===== config.mk =====
export PLATFORM = sky130hd
export DESIGN_NAME = ff_bank_load_ctrl_flat
export DESIGN_NICKNAME = d
export VERILOG_FILES = /design/src/rtl/ff_bank_load_ctrl_pkg.sv /design/src/rtl/ff_bank_load_ctrl_if.sv /design/src/rtl/ff_bank_load_ctrl_ff.sv /design/src/rtl/ff_bank_load_ctrl.sv /design/src/flat_wrapper.sv
export SDC_FILE = /design/constraint.sdc
export NUM_CORES = 1
export LEC_CHECK = 0
export CAP_MARGIN = 30
export CORE_MARGIN = 1
export CORE_UTILIZATION = 35
export CTS_CLUSTER_SIZE = 24
export DETAILED_ROUTE_END_ITERATION = 8
export GPL_TIMING_DRIVEN = 0
export PLACE_DENSITY = 0.57
export SLEW_MARGIN = 20
export SYNTH_ARGS = -nofsm -noshare
export SYNTH_HDL_FRONTEND = slang
export SYNTH_HIERARCHICAL = 1
export SYNTH_SLANG_ARGS = --single-unit

===== constraint.sdc =====
create_clock -name CLK -period 1.6 [get_ports CLK]
set_input_delay 0.24 -clock CLK [delete_from_list [all_inputs] [get_ports CLK]]
set_output_delay 0.24 -clock CLK [all_outputs]
set_load 0.05 [all_outputs]

===== src/rtl/ff_bank_load_ctrl_pkg.sv =====
// Shared constants and types for the serial-load controller of the 8-cell FF bank.
// Holds the state encoding, bank geometry, timeout limit and the Moore flag decode.
package ff_bank_load_ctrl_pkg;

    typedef enum logic [1:0] {
        ST_IDLE = 2'd0,
        ST_LOAD = 2'd1,
        ST_DONE = 2'd2,
        ST_ERR  = 2'd3
    } state_t;

    localparam int         BANK_BITS = 8;
    localparam logic [3:0] TMO_LIMIT = 4'd14;

    typedef struct packed {
        logic busy;
        logic done;
        logic error;
    } flags_t;

    // Moore flags for a given state; registered alongside the state itself.
    function automatic flags_t flags_of(input state_t s);
        flags_t f;
        f = '{busy: 1'b0, done: 1'b0, error: 1'b0};
        case (s)
            ST_LOAD: f.busy  = 1'b1;
            ST_DONE: f.done  = 1'b1;
            ST_ERR:  f.error = 1'b1;
            default: f = '{busy: 1'b0, done: 1'b0, error: 1'b0};
        endcase
        return f;
    endfunction

endpackage


===== src/rtl/ff_bank_load_ctrl_if.sv =====
// Control/data bundle between the serial source, the load controller and the byte consumer.
interface ff_bank_load_ctrl_if;

    logic       START;
    logic       ABORT;
    logic       DIN_VALID;
    logic       DIN;
    logic [7:0] Q_BANK;
    logic [2:0] BIT_IDX;
    logic       BUSY;
    logic       DONE;
    logic       ERROR;

    modport master (
        output START, ABORT, DIN_VALID, DIN,
        input  Q_BANK, BIT_IDX, BUSY, DONE, ERROR
    );

    modport slave (
        input  START, ABORT, DIN_VALID, DIN,
        output Q_BANK, BIT_IDX, BUSY, DONE, ERROR
    );

endinterface


===== src/rtl/ff_bank_load_ctrl_ff.sv =====
// The team's 1-bit enable flip-flop cell; intentionally has no reset of its own.
module FF (
    input  logic CLK,
    input  logic EN,
    input  logic D,
    output logic Q
);

    // Capture D only when enabled.
    always_ff @(posedge CLK) begin
        if (EN) begin
            Q <= D;
        end
    end

endmodule


===== src/rtl/ff_bank_load_ctrl.sv =====
// Serial-to-parallel load controller: steers one valid serial bit per cycle into FF cell i,
// LSB first, and reports completion, abort and idle timeout.
module ff_bank_load_ctrl
    import ff_bank_load_ctrl_pkg::*;
(
    input  logic                CLK,
    input  logic                RESET,
    ff_bank_load_ctrl_if.slave  bus
);

    state_t                 state_r;
    logic [2:0]             bit_idx_r;
    logic [3:0]             tmo_r;
    flags_t                 flags_r;
    logic                   load_wr_s;
    logic [BANK_BITS-1:0]   en_s;
    logic [BANK_BITS-1:0]   d_s;
    logic [BANK_BITS-1:0]   q_s;

    // ABORT outranks a valid bit, so an aborting cycle writes no cell.
    always_comb begin
        load_wr_s = (state_r == ST_LOAD) && bus.DIN_VALID && !bus.ABORT;
    end

    // Per-cell enable/data: RESET clears the reset-less cells, otherwise one-hot write at BIT_IDX.
    always_comb begin
        en_s = '0;
        d_s  = '0;
        if (RESET) begin
            en_s = '1;
            d_s  = '0;
        end else begin
            for (int k = 0; k < BANK_BITS; k++) begin
                en_s[k] = load_wr_s && (bit_idx_r == 3'(k));
            end
            d_s = {BANK_BITS{bus.DIN}};
        end
    end

    for (genvar g = 0; g < BANK_BITS; g++) begin : g_cell
        FF u_cell (
            .CLK (CLK),
            .EN  (en_s[g]),
            .D   (d_s[g]),
            .Q   (q_s[g])
        );
    end

    // Controller FSM with counters and registered Moore flags; priority RESET > ABORT > START > DIN_VALID.
    always_ff @(posedge CLK) begin
        if (RESET) begin
            state_r   <= ST_IDLE;
            flags_r   <= flags_of(ST_IDLE);
            bit_idx_r <= 3'd0;
            tmo_r     <= 4'd0;
        end else begin
            case (state_r)
                ST_IDLE: begin
                    if (!bus.ABORT && bus.START) begin
                        state_r   <= ST_LOAD;
                        flags_r   <= flags_of(ST_LOAD);
                        bit_idx_r <= 3'd0;
                        tmo_r     <= 4'd0;
                    end
                end
                ST_LOAD: begin
                    if (bus.ABORT) begin
                        state_r <= ST_IDLE;
                        flags_r <= flags_of(ST_IDLE);
                    end else if (bus.DIN_VALID) begin
                        bit_idx_r <= bit_idx_r + 3'd1;
                        tmo_r     <= 4'd0;
                        if (bit_idx_r == 3'd7) begin
                            state_r <= ST_DONE;
                            flags_r <= flags_of(ST_DONE);
                        end
                    end else if (tmo_r == TMO_LIMIT) begin
                        state_r <= ST_ERR;
                        flags_r <= flags_of(ST_ERR);
                    end else begin
                        tmo_r <= tmo_r + 4'd1;
                    end
                end
                ST_DONE: begin
                    if (!bus.ABORT && bus.START) begin
                        state_r   <= ST_LOAD;
                        flags_r   <= flags_of(ST_LOAD);
                        bit_idx_r <= 3'd0;
                        tmo_r     <= 4'd0;
                    end else begin
                        state_r <= ST_IDLE;
                        flags_r <= flags_of(ST_IDLE);
                    end
                end
                ST_ERR: begin
                    if (bus.ABORT) begin
                        state_r <= ST_IDLE;
                        flags_r <= flags_of(ST_IDLE);
                    end else if (bus.START) begin
                        state_r   <= ST_LOAD;
                        flags_r   <= flags_of(ST_LOAD);
                        bit_idx_r <= 3'd0;
                        tmo_r     <= 4'd0;
                    end
                end
                default: begin
                    state_r <= ST_IDLE;
                    flags_r <= flags_of(ST_IDLE);
                end
            endcase
        end
    end

    // Outputs are direct register/cell values with no combinational path from inputs.
    always_comb begin
        bus.Q_BANK  = q_s;
        bus.BIT_IDX = bit_idx_r;
        bus.BUSY    = flags_r.busy;
        bus.DONE    = flags_r.done;
        bus.ERROR   = flags_r.error;
    end

endmodule


===== src/flat_wrapper.sv =====
// flat-port wrapper written by rule: the top's interface ports become plain ports
module ff_bank_load_ctrl_flat import ff_bank_load_ctrl_pkg::*;
  (CLK, RESET, bus_START, bus_ABORT, bus_DIN_VALID, bus_DIN, bus_Q_BANK, bus_BIT_IDX, bus_BUSY, bus_DONE, bus_ERROR);
  ff_bank_load_ctrl_if bus_i ();
  input  logic CLK;
  input  logic RESET;
  input wire logic [$bits(bus_i.START)-1:0] bus_START;
  input wire logic [$bits(bus_i.ABORT)-1:0] bus_ABORT;
  input wire logic [$bits(bus_i.DIN_VALID)-1:0] bus_DIN_VALID;
  input wire logic [$bits(bus_i.DIN)-1:0] bus_DIN;
  output wire logic [$bits(bus_i.Q_BANK)-1:0] bus_Q_BANK;
  output wire logic [$bits(bus_i.BIT_IDX)-1:0] bus_BIT_IDX;
  output wire logic [$bits(bus_i.BUSY)-1:0] bus_BUSY;
  output wire logic [$bits(bus_i.DONE)-1:0] bus_DONE;
  output wire logic [$bits(bus_i.ERROR)-1:0] bus_ERROR;
  assign bus_i.START = bus_START;
  assign bus_i.ABORT = bus_ABORT;
  assign bus_i.DIN_VALID = bus_DIN_VALID;
  assign bus_i.DIN = bus_DIN;
  assign bus_Q_BANK = bus_i.Q_BANK;
  assign bus_BIT_IDX = bus_i.BIT_IDX;
  assign bus_BUSY = bus_i.BUSY;
  assign bus_DONE = bus_i.DONE;
  assign bus_ERROR = bus_i.ERROR;
  ff_bank_load_ctrl u_core (.CLK(CLK), .RESET(RESET), .bus(bus_i));
endmodule

==> results.tsv, run 1 <==
metric	value	unit
ioPinCount	20	
crit_required	1.80	ns
cts_root_buffer	clkbuf_4	
grt_pass1_vias	769	
min_period	1.53	ns
syn_area	0.00107	sq mm
avgSynthCellArea	9.68	sq um
powerDensity	790	mW/mm^2
clock_sinks	20	
crit_path_max_fanout	5	
slew_viol_final	0	
syn_nets	125	
rsz0062_at_grt	false	
max_slew_margin	0.669	
ys_ff_latch	20	
setup_viol	0	
worstRegToRegCells	6	
status	complete, but fails checks	
setup_tns	0	ns
crit_type	flip-flop to flip-flop	
cp-startpoint	u_core/tmo_r[0]	
placed_area	0.00129	sq mm
drc_errors	2	
period_share	0.958	
grt-ovfl-total	0	
critPathCaptureType	flip-flop	
die_w	57.4	microns
post_drt_wl_per_cell	12.8	microns
nFillCells	280	
reg2reg_to	u_core/tmo_r[1]	
cts-buffers-inserted	3	
whs	0.359	ns
drive_gt1_frac	0.115	
clock_power_share	0.236	
start_util	0.380	
final_cells	162	
avgViaCountPerCell	5.19	
core	0.00283	sq mm
cts_buffer_depth	2	
seq_power_share	0.556	
synth_top_area_share	0.224	
crit_arrival	1.73	ns
drt_first_pass_iters	6	
dieArea	0.00330	sq mm
gp_congestion	0.794	
n_antenna_cell	0	
vias	841	
peakVddDrop	0.435	mV
hold_path_class	primary input to flip-flop	
r2r_start	u_core/tmo_r[0]	
combPwrFrac	0.207	
placed_cells	159	
final_area	0.00130	sq mm
antenna_found_initial	0	
grt_pass1_wl	3480	microns
cts_hold_buf	0	
p_sw_frac	0.302	
synth.area.top_cells	dfxtp_1, edfxtp_1, ha_1, nand2_1, a21oi_1	
violations	design-rule violations	
synth_top_area_cell	dfxtp_1	
wl	2070	microns
tightest_slew	0.498	ns
portBuffers	17	
grtUsageTotal	0.137	
drt_iter0_markers	17	
h-tree-depth	1	
ys_types	36	
fmax	0.652	GHz
num_rows	19	
clock_latency	0.29	ns
hold_depth	3	
mostFrequentLayoutCells	dlygate4sd2_1, nand2_1, dfxtp_1	
power	1030	uW
synthCells	111	
crit_path_end	u_core/tmo_r[1]	
hold_viol_final	0	
p_sw	310	uW
yosysSeqAreaShare	0.447	
place.detailed.hpwl	1610	microns
cp-start-kind	flip-flop	
finClkSkew	0.00348	ns
die_h	57.4	microns
clkSlewWorstSetupHoldPaths	0.11	ns
grt_max_degree	12	
nets	146	
cap_violations	0	
cts_tree	built	
synth_warnings	6	
detail-route-antenna-nets	0	
multi_input_area	556	sq um
area_growth	21.0	%
internal_power	717	uW
power.leakage	0.000565	uW
rrSetupSlack	0.07	ns
seqCellArea	484	sq um
[Yosys cell counts, drive strengths merged]
cell type	count
a21bo	1
nor3	3
mux2i	2
nand3	4
a21oi	7
nor4b	1
nand2b	2
o21bai	1
nand4	2
nand3b	2
ha	8
nand2	13
o2111a	1
and2	1
a221oi	1
o211ai	2
xnor2	1
and2b	1
nor2	6
and3	1
edfxtp	8
o21ai	6
nor3b	1
o211a	2
nand4bb	1
a311oi	1
clkbuf	3
a31oi	1
dfxtp	12
nor2b	2
a21o	3
buf	2
a2111oi	1
a21boi	1
inv	7
[per-stage QoR]
step | utilization | setup WS, ns
global route | 0.460 | 0.00383
floorplan | - | 0.0509
finish | 0.460 | 0.0664
global placement | 0.455 | -0.299
CTS | 0.460 | 0.0102
detailed placement | 0.455 | -0.402
[layout make-up]
class                      instances  share of cell area
multi-input combinational         79               0.427
tap                               31              0.0298
timing repair buffer              17               0.116
clock buffer                       3              0.0173
sequential                        20               0.372
inverter                           7              0.0202
clock inverter                     1             0.00289
buffer                             4              0.0135
[what timing repair did]
item,4_1_cts,5_1_grt
endpoints found under the setup margin,18,13
buffers inserted,0,0
gates resized for setup,16,5
gates cloned,0,0
[kinds of logic after synthesis]
| group | count (synthesis) | synth area share |
|---|---|---|
| AND/OR/NAND/NOR | 40 | 0.198 |
| multiplexers | 2 | 0.0186 |
| buffers and inverters | 12 | 0.0442 |
| XOR/XNOR | 1 | 0.00815 |
| adder cells (fa/ha/maj) | 8 | 0.0931 |
| AO/OA/AOI/OAI | 28 | 0.191 |
| flip-flops | 20 | 0.447 |
[power by group through the flow]
stage / registers, uW / logic (uW) / clock network, uW
after floorplan: 650 / 88.4 / 0
after global placement: 583 / 223 / 0
after detailed placement: 584 / 223 / 0
after CTS: 572 / 212 / 257
after global routing: 575 / 226 / 273
final: 571 / 213 / 243
[flip-flops by register name (all words and copies together), names as in the netlist]
register / cells
u_core/g_cell.u_cell/Q: 8
u_core/tmo_r: 4
u_core/bus.BIT_IDX: 3
u_core/state_r: 2
u_core/bus.BUSY: 1
u_core/bus.DONE: 1
u_core/bus.ERROR: 1
[critical path: stages, from the launching register on]
cell and delay [ns]:
dfxtp_1 0.40, inv_1 0.06, ha_1 0.20, nand3_1 0.19, o211a_4 0.22, nor2_1 0.05
a2111oi_2 0.32
[metal layers]
| metal | vias to the layer above | global-route usage | share of wire |
|---|---|---|---|
| li1 | 438 | - | - |
| met1 | 383 | 0.183 | 0.50 |
| met2 | 18 | 0.214 | 0.45 |
| met3 | 2 | 0.0272 | 0.047 |
| met4 | 0 | 0.0627 | 0.0087 |
| met5 | - | 0 | 0 |
[how the worst min path moves through the flow]
stage / start / to / slack, ns
after detailed placement: u_core/bus.BUSY / u_core/bus.BUSY / 0.47
final: bus_DIN_VALID / u_core/bus.BIT_IDX[1] / 0.36
after global routing: bus_ABORT / u_core/bus.BIT_IDX[1] / 0.39
after CTS: bus_DIN_VALID / u_core/bus.BIT_IDX[1] / 0.34
after floorplan: RESET / u_core/bus.DONE / 0.31
after global placement: u_core/bus.BUSY / u_core/bus.BUSY / 0.47
Note: power is estimated with default switching activity, not from simulation.
==> run 2, diff against run 1 <==
--- a/config.mk
+++ b/config.mk
@@ -11,7 +11,7 @@
 export CTS_CLUSTER_SIZE = 24
 export DETAILED_ROUTE_END_ITERATION = 8
 export GPL_TIMING_DRIVEN = 0
-export PLACE_DENSITY = 0.57
+export PLACE_DENSITY = 0.59
 export SLEW_MARGIN = 20
 export SYNTH_ARGS = -nofsm -noshare
 export SYNTH_HDL_FRONTEND = slang
==> constraint.sdc (replaced) <==
create_clock -name CLK -period 1.25 [get_ports CLK]
set_input_delay 0.1875 -clock CLK [delete_from_list [all_inputs] [get_ports CLK]]
set_output_delay 0.1875 -clock CLK [all_outputs]
set_load 0.05 [all_outputs]
==> run 2 against run 1 <==
Net effect:
- the flow finishes with violations (design-rule violations, negative setup slack)
- sequential power grew 27%
- clock skew is essentially flat
- core utilization grew 11 points
- combinational power grew 76%
- critical endpoint unchanged
- largest power group unchanged
- highest routed layer unchanged
==> results.tsv, run 2 (synthesis results as in run 1) <==
metric	value	unit	change
status	complete, but fails checks		
violations	design-rule violations, negative setup slack		
portBuffers	17		unchanged
num_rows	19		unchanged
final_cells	175		+8.0%
h-tree-depth	1		unchanged
drt_iter0_markers	12		-5
cap_violations	0		unchanged
grtUsageTotal	0.157		+0.0201
min_period	1.37	ns	-0.166 ns
post-route-util	0.566		+0.107
area_growth	49.0	%	
gp_congestion	0.790		-0.47%
antenna_found_initial	0		unchanged
critPathCaptureType	flip-flop		
cts_tree	built		
core	0.00283	sq mm	unchanged
vias	947		+13%
placed_cells	159		unchanged
fin_ws	-0.118	ns	-0.184 ns
power.leakage	0.000624	uW	+10%
grt_pass1_vias	946		+23%
slew_viol_final	0		unchanged
power	1400	uW	+37%
die_h	57.4	microns	unchanged
drc_errors	2		unchanged
mostFrequentLayoutCells	buf_4, clkdlybuf4s15_2, edfxtp_1		
dieArea	0.00330	sq mm	unchanged
setup_tns	-0.926	ns	-0.926 ns
clkSlewWorstSetupHoldPaths	0.11	ns	about the same
drive_gt1_frac	0.472		+0.358
powerDensity	877	mW/mm^2	+11%
drt_first_pass_iters	6		unchanged
post_drt_wl_per_cell	13.9	microns	+9.1%
tightest_slew	0.618	ns	+0.120 ns
clock_sinks	20		unchanged
largest_reg_flops	8		unchanged
start_util	0.380		unchanged
grt_max_degree	12		unchanged
place.detailed.hpwl	1590	microns	-1.6%
n_antenna_cell	0		unchanged
clock_latency	0.29	ns	about the same
max_slew_margin	0.588		-0.0812
cts-buffers-inserted	3		unchanged
detail-route-antenna-nets	0		unchanged
wl	2440	microns	+18%
cts_hold_buf	0		unchanged
grt-ovfl-total	0		unchanged
rsz0062_at_grt	true		
finClkSkew	0.00349	ns	+0.0000148 ns
ioPinCount	20		unchanged
peakVddDrop	0.349	mV	-20%
fmax	0.731	GHz	+12%
period_share	1.09		+0.136
layout_commonest_cell	buf_4		
cts_root_buffer	clkbuf_4		
crit_path_max_fanout	7		+2
cts_buffer_depth	2		unchanged
cp-start-kind	flip-flop		
hold_path_class	primary input to flip-flop		
die_w	57.4	microns	unchanged
whs	0.310	ns	-0.0497 ns
grt_pass1_wl	4000	microns	+15%
crit_arrival	1.57	ns	-0.16 ns
avgViaCountPerCell	5.41		+4.2%
nets	159		+8.9%
setup_viol	17		+17
hold_viol_final	0		unchanged
largest_register	u_core/g_cell.u_cell/Q		
crit_required	1.45	ns	-0.35 ns
crit_type	flip-flop to flip-flop		
-- run 2: worst max-delay path: stages (launching register included) --
cell and delay [ns]:
dfxtp_4 0.40, nor2b_4 0.12, buf_6 0.13, mux2i_4 0.26
nor2_4 0.06, a2111oi_4 0.30
-- run 2: layout make-up --
cell class,instances,area (sq um)
Timing Repair Buffer,30,263
Clock buffer,3,22.5
Clock inverter,1,3.75
Sequential cell,20,504
Inverter,7,26.3
Multi-Input combinational cell,79,718
Buffer,4,25.0
Tap cell,31,38.8
Fill cell,242,1230
-- run 2: timing repair --
action,in CTS,in global routing
pin swaps,10,10
endpoints found under the setup margin,33,31
gates resized for setup,69,29
buffers inserted,7,6
-- run 2: worst paths after layout --
kind	start	end	slack, ns	cells after the start
min	RESET	u_core/tmo_r[1]	0.31	2
min reg2reg	u_core/bus.BUSY	u_core/bus.BUSY	0.48	2
max reg2reg	u_core/state_r[1]	u_core/tmo_r[1]	-0.12	5
max	u_core/state_r[1]	u_core/tmo_r[1]	-0.12	5
-- run 2: where the power goes --
group	switching, uW	total, uW	internal (uW)
Clock	190	306	116
Combinational	221	374	152
Sequential	18.6	724	706
-- run 2: through the flow --
step	area, sq um	setup WS [ns]
after floorplan	1130	-0.0957
after global placement	1340	-0.589
after detailed placement	1340	-0.615
after CTS	1480	-0.0930
after global routing	1600	-0.187
final	1600	-0.118
-- run 2: routing by layer --
metal / global-route usage / part of all wire / up-vias
li1: - / - / 465
met1: 0.195 / 0.46 / 459
met2: 0.256 / 0.50 / 19
met3: 0.0204 / 0.027 / 4
met4: 0.105 / 0.015 / 0
met5: 0 / 0 / -
==> run 3, diff against run 2 <==
--- a/config.mk
+++ b/config.mk
@@ -12,7 +12,8 @@
 export DETAILED_ROUTE_END_ITERATION = 8
 export GPL_TIMING_DRIVEN = 0
 export PLACE_DENSITY = 0.59
-export SLEW_MARGIN = 20
+export SKIP_CTS_REPAIR_TIMING = 1
+export SLEW_MARGIN = 25
 export SYNTH_ARGS = -nofsm -noshare
 export SYNTH_HDL_FRONTEND = slang
 export SYNTH_HIERARCHICAL = 1
==> run 3 against run 2 <==
Net effect:
- the run still ends with design-rule violations, negative setup slack left
- power decreased by 1.6%
- design area decreased by 9.0%
- count of clock-buffer cells in the layout unchanged
- maximum frequency decreased by 1.8%
- worst hold slack improved by 0.020 ns
- wire length decreased by 5.5%
- sequential cell count unchanged
- register-to-register slack got worse by 0.02 ns
- core utilization decreased by 5.1 points
- critical endpoint unchanged
==> results.tsv, run 3 (synthesis results as in run 1) <==
metric	value	unit	change
status	complete, but fails checks		
violations	design-rule violations, negative setup slack		
ioPinCount	20		unchanged
whs	0.330	ns	+0.0202 ns
multi_input_area	678	sq um	-5.6%
vias	902		-4.8%
rsz0062_at_grt	true		
clock_sinks	20		unchanged
num_rows	19		unchanged
largest_register	u_core/g_cell.u_cell/Q		
wl	2300	microns	-5.5%
drt_first_pass_iters	8		+2
powerDensity	948	mW/mm^2	+8.1%
crit_path_max_fanout	7		unchanged
peakVddDrop	0.389	mV	+11%
p_sw	431	uW	+0.28%
finClkSkew	0.00959	ns	+0.00610 ns
rrSetupSlack	-0.14	ns	-0.02 ns
crit_arrival	1.59	ns	+0.02 ns
tightest_slew	0.514	ns	-0.104 ns
cts_root_buffer	clkbuf_4		
fin_ws	-0.143	ns	-0.0247 ns
combPwrFrac	0.244		-0.022
max_slew_margin	0.657		+0.0691
critPathCaptureType	flip-flop		
p_sw_frac	0.312		+0.00588
nets	153		-3.8%
gp_congestion	0.790		unchanged
detail-route-antenna-nets	0		unchanged
grtUsageTotal	0.139		-0.0183
mostFrequentLayoutCells	clkbuf_2, nand2_1, edfxtp_1		
clock_latency	0.30	ns	about the same
slew_viol_final	0		unchanged
grt_pass1_vias	857		-9.4%
area_growth	35.6	%	
internal_power	950	uW	-2.4%
core	0.00283	sq mm	unchanged
cts_tree	built		
nFillCells	257		+6.2%
hold_path_class	primary input to flip-flop		
seqCellArea	499	sq um	-0.99%
die_w	57.4	microns	unchanged
cp-start-kind	flip-flop		
cap_violations	0		unchanged
drt_iter0_markers	17		+5
clkSlewWorstSetupHoldPaths	0.12	ns	about the same
period_share	1.11		+0.0198
drive_gt1_frac	0.362		-0.110
drc_errors	2		unchanged
power.leakage	0.000589	uW	-5.6%
crit_type	flip-flop to flip-flop		
dp_slack	-0.615	ns	unchanged
grt_pass1_wl	3530	microns	-12%
grt-ovfl-total	0		unchanged
clock_power_share	0.227		+0.009
portBuffers	17		unchanged
h-tree-depth	1		unchanged
die_h	57.4	microns	unchanged
seq_power_share	0.529		+0.013
post_drt_wl_per_cell	13.6	microns	-2.1%
hold_viol_final	0		unchanged
largest_reg_flops	8		unchanged
antenna_found_initial	0		unchanged
avgViaCountPerCell	5.34		-1.4%
n_antenna_cell	0		unchanged
place.detailed.hpwl	1590	microns	unchanged
crit_required	1.45	ns	about the same
grt_max_degree	12		unchanged
dieArea	0.00330	sq mm	unchanged
start_util	0.380		unchanged
cts-buffers-inserted	3		unchanged
setup_viol	16		-1
cts_buffer_depth	2		unchanged
min_period	1.39	ns	+0.0247 ns
fmax	0.718	GHz	-1.8%
-- run 3: metal layers --
layer / track usage / wire length (microns)
met1: 0.177 / 1090
met2: 0.226 / 1130
met3: 0.0204 / 76
met4: 0.0767 / 12
met5: 0 / 0
-- run 3: path summary, 6_finish.rpt --
path	to	start	cells after the start
hold reg to reg	u_core/bus.BUSY	u_core/bus.BUSY	2
setup / recovery	u_core/tmo_r[1]	u_core/state_r[0]	5
setup reg to reg	u_core/tmo_r[1]	u_core/state_r[0]	5
hold / removal	u_core/tmo_r[0]	bus_ABORT	3
-- run 3: final cells by class --
type,count,share of cell area
Buffer,5,0.0249
Clock buffer,3,0.0155
Clock inverter,1,0.00258
Inverter,7,0.0180
Multi-Input combinational cell,79,0.465
Sequential cell,20,0.342
Tap cell,31,0.0266
Timing Repair Buffer,23,0.105
-- run 3: critical path: stages, from the launching register on --
cell	delay, ns
dfxtp_4	0.40
nor2b_4	0.15
buf_6	0.13
mux2i_4	0.26
nor2_4	0.06
a2111oi_4	0.30
-- run 3: power groups by stage --
stage | combinational (uW) | sequential [uW] | clock, uW
2_1_floorplan | 116 | 829 | 0
3_3_place_gp | 287 | 743 | 0
3_5_place_dp | 289 | 744 | 0
4_1_cts | 289 | 729 | 324
5_1_grt | 356 | 736 | 360
6_report | 337 | 731 | 314
-- run 3: through the flow --
step / area [sq um] / total power, uW / TNS, ns / util / cells
after global routing: 1460 / 1450 / -2.52 / 0.515 / 169
after detailed placement: 1340 / 1030 / -9.36 / 0.473 / 159
final: 1460 / 1380 / -1.38 / 0.515 / 169
after floorplan: 1130 / 945 / -0.334 / - / 111
after CTS: 1360 / 1340 / -8.56 / 0.482 / 163
after global placement: 1340 / 1030 / -8.80 / 0.473 / 159
